[config.mk]
export PLATFORM = sky130hd
export DESIGN_NAME = jtframe_dwnld_arb_flat
export DESIGN_NICKNAME = d
export VERILOG_FILES = /design/src/rtl/jtframe_dwnld_pkg.sv /design/src/rtl/jtframe_dwnld_arb_if.sv /design/src/rtl/jtframe_dwnld_fifo.sv /design/src/rtl/jtframe_dwnld_arb.sv /design/src/flat_wrapper.sv
export SDC_FILE = /design/constraint.sdc
export NUM_CORES = 1
export LEC_CHECK = 0
export ABC_AREA = 1
export BUFFER_PORTS_ARGS = -buffer_cell sky130_fd_sc_hd__buf_4
export CAP_MARGIN = 0
export CORE_MARGIN = 5
export CORE_UTILIZATION = 58
export DETAILED_ROUTE_END_ITERATION = 12
export GPL_TIMING_DRIVEN = 0
export HOLD_SLACK_MARGIN = 0.03
export PLACE_DENSITY = 0.79
export SYNTH_ARGS = -nofsm -noshare
export SYNTH_HDL_FRONTEND = slang
export SYNTH_SLANG_ARGS = --single-unit
[constraint.sdc]
create_clock -name clk -period 5.7 [get_ports clk]
set_input_delay 1.71 -clock clk [delete_from_list [all_inputs] [get_ports clk]]
set_output_delay 1.71 -clock clk [all_outputs]
set_load 0.05 [all_outputs]
[src/rtl/jtframe_dwnld_pkg.sv]
// Shared types for the download arbiter: FSM states, byte-mask encodings, lane mapping.
package jtframe_dwnld_pkg;

   typedef enum logic [1:0] {
      IDLE,
      WR,
      RD,
      RDW
   } state_t;

   // mask bit set = byte lane not written; bit 0 covers dout[7:0]
   localparam logic [1:0] MASK_NONE = 2'b00;
   localparam logic [1:0] MASK_HI   = 2'b10;
   localparam logic [1:0] MASK_LO   = 2'b01;

   // SWAB moves data lanes and their mask bits together
   function automatic logic [17:0] lane_map(input logic [15:0] data, input logic [1:0] mask,
                                            input bit swab);
      if (swab) lane_map = {data[7:0], data[15:8], mask[0], mask[1]};
      else      lane_map = {data, mask};
   endfunction

endpackage

[src/rtl/jtframe_dwnld_arb_if.sv]
// SDRAM bank-0 request port shared by download writes and game reads.
interface jtframe_dwnld_arb_if #(
   parameter int AW = 22
);
   logic [AW-1:0] addr;
   logic [15:0]   din;
   logic [1:0]    mask;
   logic          wr;
   logic          rd;
   logic          ack;
   logic          rdy;
   logic [15:0]   dout;

   modport master (
      output addr, din, mask, wr, rd,
      input  ack, rdy, dout
   );

   modport slave (
      input  addr, din, mask, wr, rd,
      output ack, rdy, dout
   );
endinterface

[src/rtl/jtframe_dwnld_fifo.sv]
// Synchronous FIFO of packed SDRAM write requests; a push while full is ignored.
module jtframe_dwnld_fifo #(
   parameter int W     = 40,
   parameter int DEPTH = 4
) (
   input  logic         clk,
   input  logic         rst_n,
   input  logic         push,
   input  logic [W-1:0] din,
   input  logic         pop,
   output logic [W-1:0] dout,
   output logic         full,
   output logic         empty
);
   localparam int PW = $clog2(DEPTH);

   logic [PW:0]  wr_ptr;
   logic [PW:0]  rd_ptr;
   logic [W-1:0] mem [DEPTH];

   assign empty = (wr_ptr == rd_ptr);
   assign full  = (wr_ptr[PW] != rd_ptr[PW]) && (wr_ptr[PW-1:0] == rd_ptr[PW-1:0]);
   assign dout  = mem[rd_ptr[PW-1:0]];

   always_ff @(posedge clk) begin
      if (!rst_n) begin
         wr_ptr <= '0;
         rd_ptr <= '0;
      end else begin
         if (push && !full) wr_ptr <= wr_ptr + (PW+1)'(1);
         if (pop && !empty) rd_ptr <= rd_ptr + (PW+1)'(1);
      end
   end

   always_ff @(posedge clk) begin
      if (rst_n && push && !full) mem[wr_ptr[PW-1:0]] <= din;
   end

endmodule

[src/rtl/jtframe_dwnld_arb.sv]
// Packs the ioctl byte stream into 16-bit SDRAM writes and arbitrates the bank-0
// port between queued download writes (priority) and game reads.
module jtframe_dwnld_arb
   import jtframe_dwnld_pkg::*;
#(
   parameter int            AW      = 22,
   parameter int            DEPTH   = 4,
   parameter logic [AW-1:0] ROM_END = AW'(22'h3F_FFFF),
   parameter bit            SWAB    = 1'b0
) (
   input  logic          clk,
   input  logic          rst_n,
   input  logic          downloading,
   input  logic [24:0]   ioctl_addr,
   input  logic [7:0]    ioctl_dout,
   input  logic          ioctl_wr,
   input  logic          game_req,
   input  logic [AW-1:0] game_addr,
   output logic          game_ok,
   output logic [15:0]   game_data,
   jtframe_dwnld_arb_if.master sdram,
   output logic          dwnld_busy,
   output logic          overflow
);
   localparam int W = AW + 18;

   // packer state
   logic          pend, pend_nx;
   logic [AW-1:0] pend_addr, pend_addr_nx;
   logic [7:0]    pend_byte, pend_byte_nx;
   logic          skid_v, skid_v_nx;
   logic [AW-1:0] skid_addr, skid_addr_nx;
   logic [7:0]    skid_byte, skid_byte_nx;
   logic          dl_q, flush_due, flush_due_nx, dl_fall;

   logic          push;
   logic [AW-1:0] push_addr;
   logic [15:0]   push_data;
   logic [1:0]    push_mask;

   logic [22:0]   word;
   logic [AW-1:0] word_addr;
   logic          byte_ok;
   logic          unused_addr_msb;

   logic          fifo_full, fifo_empty, fifo_pop;
   logic [W-1:0]  fifo_in, fifo_out;
   logic [AW-1:0] head_addr;
   logic [15:0]   head_din;
   logic [1:0]    head_mask;

   // arbiter state and registered outputs
   state_t        state, state_nx;
   logic          wr_nx, rd_nx, ok_nx;
   logic [AW-1:0] addr_nx;
   logic [15:0]   din_nx, data_nx;
   logic [1:0]    mask_nx;

   assign word            = ioctl_addr[23:1];
   assign word_addr       = word[AW-1:0];
   assign unused_addr_msb = ioctl_addr[24];
   assign byte_ok         = ioctl_wr && ({9'd0, word} <= 32'(ROM_END));
   assign dl_fall         = dl_q && !downloading;

   // One push slot per cycle: skid entry first, then the new byte, then a flush
   always_comb begin
      push         = 1'b0;
      push_addr    = pend_addr;
      push_data    = {8'h00, pend_byte};
      push_mask    = MASK_HI;
      pend_nx      = pend;
      pend_addr_nx = pend_addr;
      pend_byte_nx = pend_byte;
      skid_v_nx    = 1'b0;
      skid_addr_nx = skid_addr;
      skid_byte_nx = skid_byte;
      if (skid_v) begin
         push      = 1'b1;
         push_addr = skid_addr;
         push_data = {skid_byte, 8'h00};
         push_mask = MASK_LO;
      end else if (byte_ok) begin
         if (!ioctl_addr[0]) begin
            push         = pend;
            pend_nx      = 1'b1;
            pend_addr_nx = word_addr;
            pend_byte_nx = ioctl_dout;
         end else if (pend && pend_addr == word_addr) begin
            push      = 1'b1;
            push_data = {ioctl_dout, pend_byte};
            push_mask = MASK_NONE;
            pend_nx   = 1'b0;
         end else begin
            push         = pend;
            pend_nx      = 1'b0;
            skid_v_nx    = 1'b1;
            skid_addr_nx = word_addr;
            skid_byte_nx = ioctl_dout;
         end
      end else if ((flush_due || dl_fall) && pend) begin
         push    = 1'b1;
         pend_nx = 1'b0;
      end
      flush_due_nx = (flush_due || dl_fall) && pend_nx;
   end

   always_ff @(posedge clk) begin
      if (!rst_n) begin
         pend      <= 1'b0;
         pend_addr <= '0;
         pend_byte <= '0;
         skid_v    <= 1'b0;
         skid_addr <= '0;
         skid_byte <= '0;
         dl_q      <= 1'b0;
         flush_due <= 1'b0;
         overflow  <= 1'b0;
      end else begin
         pend      <= pend_nx;
         pend_addr <= pend_addr_nx;
         pend_byte <= pend_byte_nx;
         skid_v    <= skid_v_nx;
         skid_addr <= skid_addr_nx;
         skid_byte <= skid_byte_nx;
         dl_q      <= downloading;
         flush_due <= flush_due_nx;
         if (push && fifo_full) overflow <= 1'b1;
      end
   end

   assign fifo_in = {push_addr, lane_map(push_data, push_mask, SWAB)};
   assign {head_addr, head_din, head_mask} = fifo_out;

   jtframe_dwnld_fifo #(
      .W     (W),
      .DEPTH (DEPTH)
   ) u_fifo (
      .clk   (clk),
      .rst_n (rst_n),
      .push  (push),
      .din   (fifo_in),
      .pop   (fifo_pop),
      .dout  (fifo_out),
      .full  (fifo_full),
      .empty (fifo_empty)
   );

   always_comb begin
      state_nx = state;
      wr_nx    = sdram.wr;
      rd_nx    = sdram.rd;
      addr_nx  = sdram.addr;
      din_nx   = sdram.din;
      mask_nx  = sdram.mask;
      ok_nx    = 1'b0;
      data_nx  = game_data;
      fifo_pop = 1'b0;
      case (state)
         IDLE: begin
            if (!fifo_empty) begin
               state_nx = WR;
               wr_nx    = 1'b1;
               addr_nx  = head_addr;
               din_nx   = head_din;
               mask_nx  = head_mask;
            end else if (game_req && !pend && !skid_v) begin
               state_nx = RD;
               rd_nx    = 1'b1;
               addr_nx  = game_addr;
            end
         end
         WR: begin
            if (sdram.ack) begin
               fifo_pop = 1'b1;
               wr_nx    = 1'b0;
               state_nx = IDLE;
            end
         end
         RD: begin
            if (sdram.ack) begin
               rd_nx    = 1'b0;
               state_nx = RDW;
            end
         end
         RDW: begin
            if (sdram.rdy) begin
               data_nx  = sdram.dout;
               ok_nx    = 1'b1;
               state_nx = IDLE;
            end
         end
         default: state_nx = IDLE;
      endcase
   end

   always_ff @(posedge clk) begin
      if (!rst_n) begin
         state      <= IDLE;
         sdram.wr   <= 1'b0;
         sdram.rd   <= 1'b0;
         sdram.addr <= '0;
         sdram.din  <= '0;
         sdram.mask <= '0;
         game_ok    <= 1'b0;
         game_data  <= '0;
      end else begin
         state      <= state_nx;
         sdram.wr   <= wr_nx;
         sdram.rd   <= rd_nx;
         sdram.addr <= addr_nx;
         sdram.din  <= din_nx;
         sdram.mask <= mask_nx;
         game_ok    <= ok_nx;
         game_data  <= data_nx;
      end
   end

   assign dwnld_busy = downloading || pend || skid_v || !fifo_empty || (state == WR);

endmodule
[src/flat_wrapper.sv]
// flat-port wrapper written by rule: the top's interface ports become plain ports
module jtframe_dwnld_arb_flat import jtframe_dwnld_pkg::*;
#(
   parameter int            AW      = 22,
   parameter int            DEPTH   = 4,
   parameter logic [AW-1:0] ROM_END = AW'(22'h3F_FFFF),
   parameter bit            SWAB    = 1'b0
)
  (clk, rst_n, downloading, ioctl_addr, ioctl_dout, ioctl_wr, game_req, game_addr, game_ok, game_data, dwnld_busy, overflow, sdram_addr, sdram_din, sdram_mask, sdram_wr, sdram_rd, sdram_ack, sdram_rdy, sdram_dout);
  jtframe_dwnld_arb_if #(.AW(AW)) sdram_i ();
  input  logic clk;
  input  logic rst_n;
  input  logic downloading;
  input  logic [24:0] ioctl_addr;
  input  logic [7:0] ioctl_dout;
  input  logic ioctl_wr;
  input  logic game_req;
  input  logic [AW-1:0] game_addr;
  output logic game_ok;
  output logic [15:0] game_data;
  output logic dwnld_busy;
  output logic overflow;
  output wire logic [$bits(sdram_i.addr)-1:0] sdram_addr;
  output wire logic [$bits(sdram_i.din)-1:0] sdram_din;
  output wire logic [$bits(sdram_i.mask)-1:0] sdram_mask;
  output wire logic [$bits(sdram_i.wr)-1:0] sdram_wr;
  output wire logic [$bits(sdram_i.rd)-1:0] sdram_rd;
  input wire logic [$bits(sdram_i.ack)-1:0] sdram_ack;
  input wire logic [$bits(sdram_i.rdy)-1:0] sdram_rdy;
  input wire logic [$bits(sdram_i.dout)-1:0] sdram_dout;
  assign sdram_addr = sdram_i.addr;
  assign sdram_din = sdram_i.din;
  assign sdram_mask = sdram_i.mask;
  assign sdram_wr = sdram_i.wr;
  assign sdram_rd = sdram_i.rd;
  assign sdram_i.ack = sdram_ack;
  assign sdram_i.rdy = sdram_rdy;
  assign sdram_i.dout = sdram_dout;
  jtframe_dwnld_arb #(.AW(AW), .DEPTH(DEPTH), .ROM_END(ROM_END), .SWAB(SWAB)) u_core (.clk(clk), .rst_n(rst_n), .downloading(downloading), .ioctl_addr(ioctl_addr), .ioctl_dout(ioctl_dout), .ioctl_wr(ioctl_wr), .game_req(game_req), .game_addr(game_addr), .game_ok(game_ok), .game_data(game_data), .sdram(sdram_i), .dwnld_busy(dwnld_busy), .overflow(overflow));
endmodule
# --- Word level (Yosys, flattened, before mapping) ---
# Memories as Yosys holds them, arrays and structs flattened. A register that Yosys moved wholly into a read port is not among the register bits.
# Index checks and enable logic that the tools add are counted.
word_totals:
  output_inout_bits: 61
  elab_cells: 120
  register_bits: 132
  in_bits: 78
  mem_bits_rw: 160
  n_memories: 1
op_classes:
  n_addsub: 2
  magnitude_cmp: 1
  bitwise: 6
  eq_ne: 15
  reduce_logical: 36
  n_mux: 40
mem_list:
  columns: ["memory", "depth", "word_bits", "rd", "rd_ports_with_merged_regs", "write_ports", "line", "rtl"]
  rows:
  - ["u_core.u_fifo.mem", 4, 40, 1, 1, 1, "jtframe_dwnld_fifo.sv:19", "logic [W-1:0] mem [DEPTH];"]
ops:
  columns: ["cell", "count"]
  rows:
  - ["22-bit two-way mux", 3]
  - ["16-bit two-way mux", 4]
  - ["23-bit by 22-bit <= comparator with 1-bit output, second input constant", 1]
  - ["22-bit equality test", 1]
  - ["2-bit two-way mux", 11]
  - ["1-bit two-way mux", 19]
  - ["1-bit logical AND", 13]
  - ["4-bit AND reduction", 3]
  - ["2-bit inequality test, second input constant", 5]
  - ["2-bit one-hot mux with 4 select lines", 1]
  - ["2-bit AND reduction", 4]
  - ["3-bit by 1-bit adder with 3-bit output, second input constant", 2]
  - ["1-bit NOT", 6]
  - ["3-bit AND reduction", 2]
  - ["1-bit logical NOT", 5]
  - ["1-bit logical OR", 5]
  - ["2-bit equality test, second input constant", 2]
  - ["2-bit by 1-bit inequality test with 1-bit output, second input constant", 2]
  - ["1-bit one-hot mux with 2 select lines", 2]
  - ["2-bit nonzero test", 2]
  - ["4-bit OR reduction", 1]
  - ["3-bit equality test", 1]
  - ["3-bit inequality test, second input constant", 1]
  - ["2-bit by 1-bit equality test with 1-bit output, second input constant", 1]
  - ["3 further kinds", 3]

# --- Depth between registers and ports, before layout ---
# Gate-level depths: netlist of run 1.
logic_depth:
  ltp_word: 11
  depth_mapped: 11
  mapped_depth_nobuf: 10

# --- By module ---
# From an unflattened synthesis of run 1, not the netlist that was laid out.
hier_totals:
  hier_cells: 1294
  hier_area_um2: 12125.4
by_module_without_submodules:
  columns: ["mod", "seq_area_each_um2", "area_each_um2", "cells_per_inst", "instances"]
  rows:
  - ["jtframe_dwnld_fifo", 4964.8, 6423.7, 462, 1]
  - ["jtframe_dwnld_arb", 2522.4, 5701.7, 832, 1]

# --- Least setup slack after synthesis of run 1 ---
# No wires, ideal clock.
synth_timing:
  path_type: "input to register"
  startpoint: "input ioctl_wr"
  endpoint: "memory u_core.u_fifo.mem[0][0], enable pin"
  arrival_time_ns: 4.054
  setup_ns: 0.437
  required_ns: 5.263
  n_path_buf: 0
  stages: 8
  path_slack_ns: 1.209
  cell_sequence: "inv_1 -> nor2_1 -> inv_2 -> nand3_1 -> nand2_1 -> nor2_1 -> nand2_1 -> nor2_1"
synth_via:
  elab_chain_len: 7
synth_lines:
  columns: ["element", "line", "rtl"]
  rows:
  - ["start: declaration", "flat_wrapper.sv:16", "input logic ioctl_wr;"]
  - ["1-bit logical AND", "jtframe_dwnld_arb.sv:62", "assign byte_ok = ioctl_wr && ({9'd0, word} <= 32'(ROM_END));"]
  - ["1-bit two-way mux", "jtframe_dwnld_arb.sv:82", "end else if (byte_ok) begin"]
  - ["1-bit two-way mux", "jtframe_dwnld_arb.sv:77", "if (skid_v) begin"]
  - ["1-bit logical AND (2 in series)", "jtframe_dwnld_fifo.sv:36", "if (rst_n && push && !full) mem[wr_ptr[PW-1:0]] <= din;"]
  - ["1-bit two-way mux", "jtframe_dwnld_fifo.sv:36", null]
  - ["1-bit two-way mux (not written as such)", "jtframe_dwnld_fifo.sv:36", null]
  - ["end: declaration", "jtframe_dwnld_fifo.sv:19", null]
# Every way passes these cells.

# --- Worst setup path after layout of run 1 ---
layout_timing:
  startpoint: "register u_core.u_fifo.rd_ptr[0]"
  endpoint: "output dwnld_busy"
layout_via:
  elab_chain_len: 4
layout_lines:
  columns: ["element", "line", "rtl"]
  rows:
  - ["start: declaration", "jtframe_dwnld_fifo.sv:18", "logic [PW:0] rd_ptr;"]
  - ["start signal: assignment", "jtframe_dwnld_fifo.sv:31", "if (pop && !empty) rd_ptr <= rd_ptr + (PW+1)'(1);"]
  - ["3-bit equality test", "jtframe_dwnld_fifo.sv:21", "assign empty = (wr_ptr == rd_ptr);"]
  - ["1-bit logical NOT", null, null]
  - ["1-bit logical OR (2 in series)", "jtframe_dwnld_arb.sv:218", "assign dwnld_busy = downloading || pend || skid_v || !fifo_empty || (state == WR);"]
  - ["end: declaration", "flat_wrapper.sv:21", "output logic dwnld_busy;"]
# Every way passes these cells.

==> run_results.csv, run 1 <==
group,metric,value,unit
grt,grt_pass1_wl,49.3,mm
yosys,synth_seq_area_share,0.626,
grt,grt_max_degree,28,
setup_path,worstPathMaxFanout,10,
floorplanning,start_util,0.589,
timing,rsz0062_at_grt,"false",
drt,avgRoutedWirePerCell,17.8,um
floorplanning,ios,139,
floorplanning,die_w,154,um
timing,maxSlewHeadroom,0.401,
layout,final_util,0.711,
layout,area.growth.synth_to_final,20.7,%
hold_path,whs_endpoint,"u_core.game_data[12]",
setup_path,regToRegSetupSlack,3.11,ns
placed_design,gp_congestion,0.913,
setup_path,r2r_cells,8,
drt,routed_wl,31.7,mm
setup_path,cp_num_buf_inv,3,
cts,cts_hold_buf,0,
drt,via_per_inst,5.60,
power,p_per_area,370,nW/um^2
grt,antenna_found_initial,0,
cts,postCtsSetupRepairBufs,0,
drt,wirelength_met1,12.7,mm
power,cellLeakagePower,5.81,nW
drt,wl_met2,15.2,mm
layout,n_antenna_cell,0,
power,finalPower,5.35,mW
yosys,synth_edf_count,160,
placed_design,io_buffer_count,135,
floorplanning,dieArea,23600,um^2
yosys,synthDistinctLibCells,30,
floorplanning,rows,52,
setup_path,crit_chain,"xnor2_1 -> nand3_2 -> inv_2 -> buf_2 -> nand4_1 -> buf_4",
drt,drt_iter0_markers,955,
floorplanning,die_y,154,um
layout,drive_above_1_share,0.151,
setup_path,crit_arrival,2.30,ns
yosys,synthArstFlopShare,0,
setup_path,cpPeakStageDelay,0.37,ns
setup_path,cpMaxStageDelayCell,"dfxtp_1",
setup_path,worstSetupPathType,"reg2out",
run_status,status,"finished, final reports clean",
drt,drt_first_pass_iters,6,
hold_path,hp-class,"reg2reg",
setup_path,cp-start-kind,"register",
grt,grt-ovfl-total,0,
drt,antenna_left,0,
floorplanning,coreArea,20300,um^2
cts,clock_sinks,294,
yosys,syn_inst,1310,
cts,h-tree-depth,1,
timing,fmax,0.249,GHz
layout,most-common-layout-cells,"nand2_1, nor2_1, edfxtp_1",
yosys,syn-num-nets,1393,
timing,max_slew.worst_pin.slew,0.890,ns
yosys,yosysWarnings,0,
timing,worst_clock_skew,0.0165,ns
cts,cts_tree,"built",
yosys,netlist_area,12000,um^2
placed_design,post-dp-hpwl,21.9,mm
power,peakVddDrop,0.000255,V
timing,finalHoldViolations,0,
timing,period_minus_slack,4.01,ns
hold_path,hold_start,"u_core.game_data[12]",
grt,grt_pass1_vias,9483,
cts,cts_buffer_depth,3,
cts,root_buffer,"clkbuf_16",
hold_path,hold_depth,2,
timing,setup_violations,0,
yosys,synth_ff_type,"edfxtp_1",
drt,wl_met3,3.19,mm
setup_path,end_kind,"output pin",
setup_path,crit_family,"buffers and inverters",
yosys,syn_avg_cell_area,9.13,um^2
layout,nets,1564,
flow_run,drv_cap,0,
yosys,synth-seq-cells,294,
cts,clk_pin_slew,0.06,ns
setup_path,crit_required,3.99,ns
timing,fin_crit_sh,0.704,
timing,slew_viol_final,0,
cts,cts_made_buffers,30,
cts,clock_latency,0.55,ns
grt,grt_usage,0.259,
setup_path,regToRegStartpoint,"u_core.skid_v",
drt,num_vias,9941,
drt,top_layer,"met4",
cts,cts-resized-gates,0,
setup_path,reg2reg_to,"u_core.u_fifo.mem[0][0]",
drt,drc_errors,0,
[worst max path at each step]
stage | startpoint | end | slack [ns] | depth (start not counted)
final | u_core.u_fifo.rd_ptr[0] | dwnld_busy | 1.69 | 6
after global routing | u_core.u_fifo.rd_ptr[0] | dwnld_busy | 1.52 | 6
after CTS | u_core.u_fifo.rd_ptr[0] | dwnld_busy | 1.70 | 6
after detailed placement | rst_n | u_core.u_fifo.mem[0][14] | 1.44 | 5
after global placement | rst_n | u_core.u_fifo.mem[2][14] | -0.54 | 4
after floorplan | ioctl_wr | u_core.u_fifo.mem[0][0] | 1.21 | 8
[per-layer routing]
layer	vias to the layer above	global-route usage
met1	4656	0.360
met4	0	0.0690
met2	486	0.429
li1	4751	-
met3	48	0.0422
met5	-	0
[logic make-up (layout without fill, tap and decap cells)]
| kind of cell | Yosys count | count (layout) | share of synthesized area |
|---|---|---|---|
| compound gates | 318 | 318 | 0.138 |
| xor+xnor | 4 | 4 | 0.00293 |
| flops | 294 | 294 | 0.626 |
| fa+ha+maj | 5 | 5 | 0.00523 |
| buf+inv | 165 | 360 | 0.0544 |
| simple gates | 524 | 524 | 0.173 |
[area by class of cell]
type	instances	area, um^2
sequential	294	7490
fill	1509	5860
multi-input combinational	851	3850
timing repair buffer	139	1090
clock buffer	45	913
tap	270	338
buffer	80	329
inverter	85	322
clock inverter	11	105
[cells in the mapped netlist (2+ instances only)]
library cell,n,area share
a21oi_1,87,0.036
a31oi_1,19,0.0099
buf_1,8,0.0025
buf_2,17,0.0071
buf_4,2,0.0013
clkbuf_1,53,0.017
dfxtp_1,134,0.22
edfxtp_1,160,0.40
ha_1,5,0.0052
inv_1,75,0.024
inv_2,8,0.0025
nand2_1,230,0.072
nand3_1,51,0.021
nand4_1,2,0.0010
nor2_1,234,0.073
o21ai_0,135,0.056
o21ai_1,52,0.022
o22ai_1,23,0.012
xnor2_1,4,0.0029
[stage by stage]
stage | std cells | hold slack [ns] | worst slack (ns) | TNS (ns) | instance area, um^2
final | 1775 | 0.460 | 1.69 | 0 | 14400
after global routing | 1775 | 0.494 | 1.52 | 0 | 14400
after detailed placement | 1719 | 0.452 | 1.44 | 0 | 13400
after floorplan | 1310 | 0.448 | 1.21 | 0 | 12000
after global placement | 1715 | 0.450 | -0.537 | -79.75 | 13300
after CTS | 1775 | 0.464 | 1.70 | 0 | 14400
[worst min-delay path: cells and delay by family, from the launching register on]
kind / cells / cell delay, ns
AO/OA/AOI/OAI: 1 / 0.05
AND/OR/NAND/NOR: 1 / 0.06
flip-flops: 1 / 0.31
[flip-flops by register name, indices dropped and copies added (netlist names), 3 cells and up, named ones only]
signal,flops
u_core.game_data,16
u_core.pend_addr,22
u_core.pend_byte,8
u_core.sdram.addr,22
u_core.sdram.din,16
u_core.skid_addr,22
u_core.skid_byte,8
u_core.u_fifo.mem,160
u_core.u_fifo.rd_ptr,3
u_core.u_fifo.wr_ptr,3
[power by group]
group,leakage [nW],internal (mW),switching [mW]
Combinational,2.73,0.293,0.655
Sequential,2.57,2.34,0.0654
Clock,0.515,1.19,0.799
(Power assumes the default switching activity.)
==> inputs of run 2 (changes only) <==
- CORE_UTILIZATION: 58 -> 52
- PLACE_DENSITY: 0.79 -> 0.75
- clock period: 5.7 -> 3.5 ns (I/O delays scaled with it)
==> run_results.csv, run 2 (synthesis gave the netlist of run 1 again) <==
group,metric,value,unit
setup_path,crit_chain,"xnor2_1 -> nand3_2 -> inv_2 -> buf_2 -> nand4_1 -> buf_4",
grt,antenna_found_initial,0,
setup_path,cpMaxStageDelayCell,"dfxtp_1",
floorplanning,die_w,162,um
layout,area.growth.synth_to_final,21.3,%
power,internal_power,6.36,mW
timing,rsz0062_at_grt,"false",
timing,layout_setup_ws,0.181,ns
cts,cts_made_buffers,30,
hold_path,hold_depth,2,
cts,clk_pin_slew,0.06,ns
cts,cts-resized-gates,0,
setup_path,worstSetupPathType,"reg2out",
drt,antenna_left,0,
power,cellLeakagePower,5.82,nW
power,p_seq_frac,0.443,
layout,largest_register_ffs,160,
timing,finalHoldViolations,0,
layout,final_util,0.641,
setup_path,crit_arrival,2.27,ns
grt,grt-ovfl-total,0,
layout,seq_area,7490,um^2
layout,final_area,14500,um^2
drt,drt_iter0_markers,1108,
cts,cts_tree,"built",
run_status,status,"finished, final reports clean",
setup_path,cp-startpoint,"u_core.u_fifo.rd_ptr[0]",
placed_design,place_area,13400,um^2
setup_path,worstPathMaxFanout,10,
floorplanning,dieArea,26100,um^2
cts,h-tree-depth,1,
drt,wl_met3,2.84,mm
drt,avgRoutedWirePerCell,17.6,um
power,power_frac_clock,0.383,
layout,drive_above_1_share,0.150,
layout,most-common-layout-cells,"nand2_1, nor2_1, edfxtp_1",
floorplanning,ios,139,
grt,grt_pass1_wl,49.0,mm
timing,worst_clock_skew,0.0284,ns
setup_path,r2r_cells,8,
cts,root_buffer,"clkbuf_16",
layout,n_antenna_cell,0,
layout,fill_cells,1816,
power,power_switching,2.49,mW
timing,fin_crit_sh,0.948,
timing,setup_violations,0,
drt,wirelength_met1,13.3,mm
setup_path,crit_required,2.45,ns
cts,cts_buffer_depth,3,
grt,grt_usage,0.234,
floorplanning,rows,55,
timing,maxSlewHeadroom,0.371,
cts,clock_latency,0.55,ns
cts,postCtsSetupRepairBufs,0,
cts,clock_sinks,294,
timing,fmax,0.301,GHz
drt,drc_errors,0,
floorplanning,coreArea,22600,um^2
drt,top_layer,"met4",
setup_path,regToRegStartpoint,"u_core.skid_v",
setup_path,cp-start-kind,"register",
placed_design,dp_worst_setup_slack,-0.0702,ns
drt,via_per_inst,5.44,
cts,cts_hold_buf,0,
placed_design,post-dp-hpwl,21.9,mm
setup_path,cpPeakStageDelay,0.36,ns
grt,grt_pass1_vias,9327,
hold_path,hold_start,"u_core.game_data[12]",
hold_path,hp-class,"reg2reg",
placed_design,gp_congestion,0.902,
floorplanning,start_util,0.528,
timing,slew_viol_final,0,
placed_design,io_buffer_count,135,
drt,num_vias,9731,
timing,holdWs,0.461,ns
grt,grt_max_degree,27,
floorplanning,die_y,162,um
setup_path,end_kind,"output pin",
power,p_per_area,610,nW/um^2
power,peakVddDrop,0.000498,V
layout,nets,1564,
layout,multiInputGateArea,3850,um^2
power,pwr-share-comb,0.174,
power,switching_share,0.281,
drt,wl_met2,14.8,mm
flow_run,drv_cap,0,
timing,period_minus_slack,3.32,ns
timing,max_slew.worst_pin.slew,0.934,ns
drt,drt_first_pass_iters,6,
power,finalPower,8.86,mW
drt,routed_wl,31.5,mm
==> run 2: metrics by stage <==
| stage | std cells | TNS, ns |
|---|---|---|
| after detailed placement | 1734 | -2.56 |
| after global placement | 1730 | -276.43 |
| after global routing | 1790 | 0 |
| after CTS | 1790 | 0 |
| final | 1790 | 0 |
| after floorplan | 1310 | -39.70 |
==> run 2: final cells by class <==
class	count	share of cell area
Inverter	85	0.0222
Timing Repair Buffer	139	0.0759
Clock buffer	33	0.0547
Tap cell	285	0.0246
Clock inverter	23	0.0187
Multi-Input combinational cell	851	0.265
Buffer	80	0.0227
Sequential cell	294	0.516
==> run 2: critical path, delay by kind of cell, from the launching register on <==
family | cells | cell delay [ns]
buffers and inverters | 3 | 0.67
AND/OR/NAND/NOR | 2 | 0.41
flip-flops | 1 | 0.36
XOR/XNOR | 1 | 0.26
==> run 2: worst paths after layout <==
path                                    to  slack [ns]
setup / recovery                dwnld_busy        0.18
hold / removal        u_core.game_data[12]        0.46
setup reg to reg  u_core.u_fifo.mem[1][15]        0.84
hold reg to reg       u_core.game_data[12]        0.46
==> run 2: layer usage <==
layer,track usage,vias to the layer above
li1,-,4748
met1,0.337,4507
met2,0.378,424
met3,0.0327,52
met4,0.0581,0
met5,0,-
==> run 2: power groups by stage <==
stage               Combinational, mW  Sequential, mW  Clock [mW]
finish                           1.54            3.92        3.39
detailed placement               1.54            4.00           0
global placement                 1.51            3.99           0
CTS                              1.54            3.92        3.43
floorplan                       0.629            4.41           0
global route                     1.67            3.94        3.59
==> inputs of run 3 (changes only) <==
- ABC_AREA: 1 -> not set
==> run_results.csv, run 3 <==
group,metric,value,unit
yosys,synth_compound_area_frac,0.0723,
layout,final_common_cell,"nand2_1",
floorplanning,ios,139,
yosys,synth_top_family_by_area,"multiplexers",
layout,finalNonFillerCells,1392,
timing,setup_tns,0,ns
power,p_per_area,551,nW/um^2
grt,grt-ovfl-total,0,
timing,setup_violations,0,
layout,seq_area,7490,um^2
layout,area.growth.synth_to_final,21.2,%
power,cellLeakagePower,5.35,nW
power,pwr-share-comb,0.100,
yosys,syn_avg_cell_area,12.9,um^2
floorplanning,start_util,0.525,
setup_path,crit_required,2.45,ns
setup_path,cpPeakStageDelay,0.44,ns
drt,via_per_inst,5.71,
grt,grt_pass1_wl,45.0,mm
drt,drt_first_pass_iters,5,
grt,grt_max_degree,34,
layout,fill_cells,1652,
flow_run,drv_cap,0,
yosys,syn-num-nets,996,
placed_design,gp_congestion,0.837,
cts,clock_sinks,294,
setup_path,cp_num_buf_inv,2,
layout,most-common-layout-cells,"nand2_1, edfxtp_1, buf_4",
placed_design,dp_worst_setup_slack,0.0405,ns
cts,cts_made_buffers,29,
cts,clk_pin_slew,0.06,ns
floorplanning,coreArea,22500,um^2
layout,final_util,0.636,
yosys,yosysWarnings,0,
setup_path,worstPathMaxFanout,10,
drt,avgRoutedWirePerCell,20.5,um
power,internal_power,6.01,mW
yosys,synthArstFlopShare,0,
floorplanning,die_w,161,um
timing,max_slew.worst_pin.slew,0.977,ns
drt,drc_errors,0,
placed_design,post-dp-hpwl,19.3,mm
yosys,synthTopCellsByCount,"nand2_1, edfxtp_1, dfxtp_1",
layout,drive_above_1_share,0.244,
cts,cts_buffer_depth,3,
floorplanning,dieArea,25800,um^2
timing,period_minus_slack,3.36,ns
yosys,syn_inst,913,
floorplanning,die_y,161,um
drt,antenna_left,0,
power,switching_share,0.238,
setup_path,crit_family,"simple AND/OR/NAND/NOR gates",
timing,rsz0062_at_grt,"false",
placed_design,place_inst,1338,
timing,finalHoldViolations,0,
grt,grt_usage,0.219,
yosys,muxShareOfSynthArea,0.140,
hold_path,hp-class,"reg2reg",
yosys,synth_seq_area_share,0.634,
cts,postCtsSetupRepairBufs,0,
timing,layout_setup_ws,0.138,ns
yosys,synth_edf_count,160,
setup_path,cpMaxStageDelayCell,"dfxtp_1",
grt,antenna_found_initial,0,
drt,num_vias,7954,
yosys,synth-seq-cells,294,
cts,clock_latency,0.54,ns
timing,fin_crit_sh,0.960,
setup_path,end_kind,"output pin",
yosys,synth_ff_type,"edfxtp_1",
power,finalPower,7.89,mW
cts,h-tree-depth,1,
yosys,netlist_area,11800,um^2
power,power_frac_clock,0.422,
cts,cts_tree,"built",
yosys,synth_simple_gate_area_share,0.102,
layout,n_antenna_cell,0,
layout,multiInputGateArea,4040,um^2
setup_path,crit_arrival,2.31,ns
layout,largest_register_ffs,160,
floorplanning,rows,55,
yosys,synthAdderAreaFrac,0.00530,
timing,maxSlewHeadroom,0.349,
setup_path,crit_chain,"xor2_1 -> nor3_4 -> clkbuf_2 -> nand4b_1 -> buf_4",
layout,nets,1167,
grt,grt_pass1_vias,8042,
power,p_seq_frac,0.478,
yosys,synth.top_cell.area_share,0.407,
timing,fmax,0.297,GHz
placed_design,io_buffer_count,136,
cts,root_buffer,"clkbuf_16",
setup_path,worstSetupPathType,"reg2out",
timing,worst_clock_skew,0.0129,ns
drt,routed_wl,28.6,mm
run_status,status,"finished, final reports clean",
yosys,synthDistinctLibCells,46,
yosys,yosysTopAreaCell,"edfxtp_1",
yosys,synth.area.top_cells,"edfxtp_1, dfxtp_1, mux4_2",
power,power_switching,1.88,mW
timing,slew_viol_final,0,
drt,drt_iter0_markers,676,
power,peakVddDrop,0.000372,V
setup_path,cp-start-kind,"register",
yosys,synth_most_common_cell,"nand2_1",
yosys,synthXorXnorAreaFrac,0.0223,
-- run 3: power by group through the flow --
stage	Sequential [mW]	Combinational [mW]	Clock, mW
5_1_grt	3.78	0.839	3.53
3_5_place_dp	3.84	0.780	0
3_3_place_gp	3.84	0.766	0
6_report	3.77	0.791	3.33
4_1_cts	3.77	0.789	3.36
2_1_floorplan	4.02	0.310	0
-- run 3: repair_timing --
item                                    in CTS  in global routing
endpoints found under the setup margin       1                  0
gates resized for setup                      2                  0
hold buffers                                 0                  0
-- run 3: worst reg2reg max path, cell delays in order, from the launching register on --
cell and delay [ns]:
dfxtp_1 0.44, xor2_1 0.39, nor3_1 0.16, a21oi_1 0.46, and3_2 0.72, buf_16 0.25
-- run 3: path summary, 6_finish.rpt --
check        cells past startpoint                        to                     from  slack [ns]
max                              5                dwnld_busy  u_core.u_fifo.wr_ptr[1]        0.14
min                              2       u_core.pend_byte[3]      u_core.pend_byte[3]        0.45
max reg2reg                      5  u_core.u_fifo.mem[2][25]  u_core.u_fifo.wr_ptr[1]        0.80
min reg2reg                      2       u_core.pend_byte[3]      u_core.pend_byte[3]        0.45
-- run 3: cell type report --
class	instances	share of cell area
Sequential cell	294	0.523
Multi-Input combinational cell	550	0.282
Timing Repair Buffer	140	0.0774
Clock buffer	35	0.0544
Tap cell	285	0.0249
Buffer	63	0.0189
Clock inverter	19	0.0175
Inverter	6	0.00157
-- run 3: metal layers --
| metal | GRT usage | wire length (um) |
|---|---|---|
| met1 | 0.306 | 12500 |
| met5 | 0 | 0 |
| met4 | 0.0473 | 478 |
| met3 | 0.0370 | 1780 |
| met2 | 0.366 | 13900 |
-- run 3: per-stage QoR --
step	hold slack [ns]	area, um^2
global route	0.465	14300
CTS	0.450	14300
detailed placement	0.442	13300
floorplan	0.430	11800
global placement	0.437	13200
finish	0.449	14300
-- run 3: cells by family (layout without fill, tap and decap cells) --
kind of cell	Yosys count	count (layout)
mux	112	112
flops	294	294
buf+inv	69	263
fa+ha+maj	5	5
xor+xnor	30	30
compound gates	123	123
simple gates	280	280
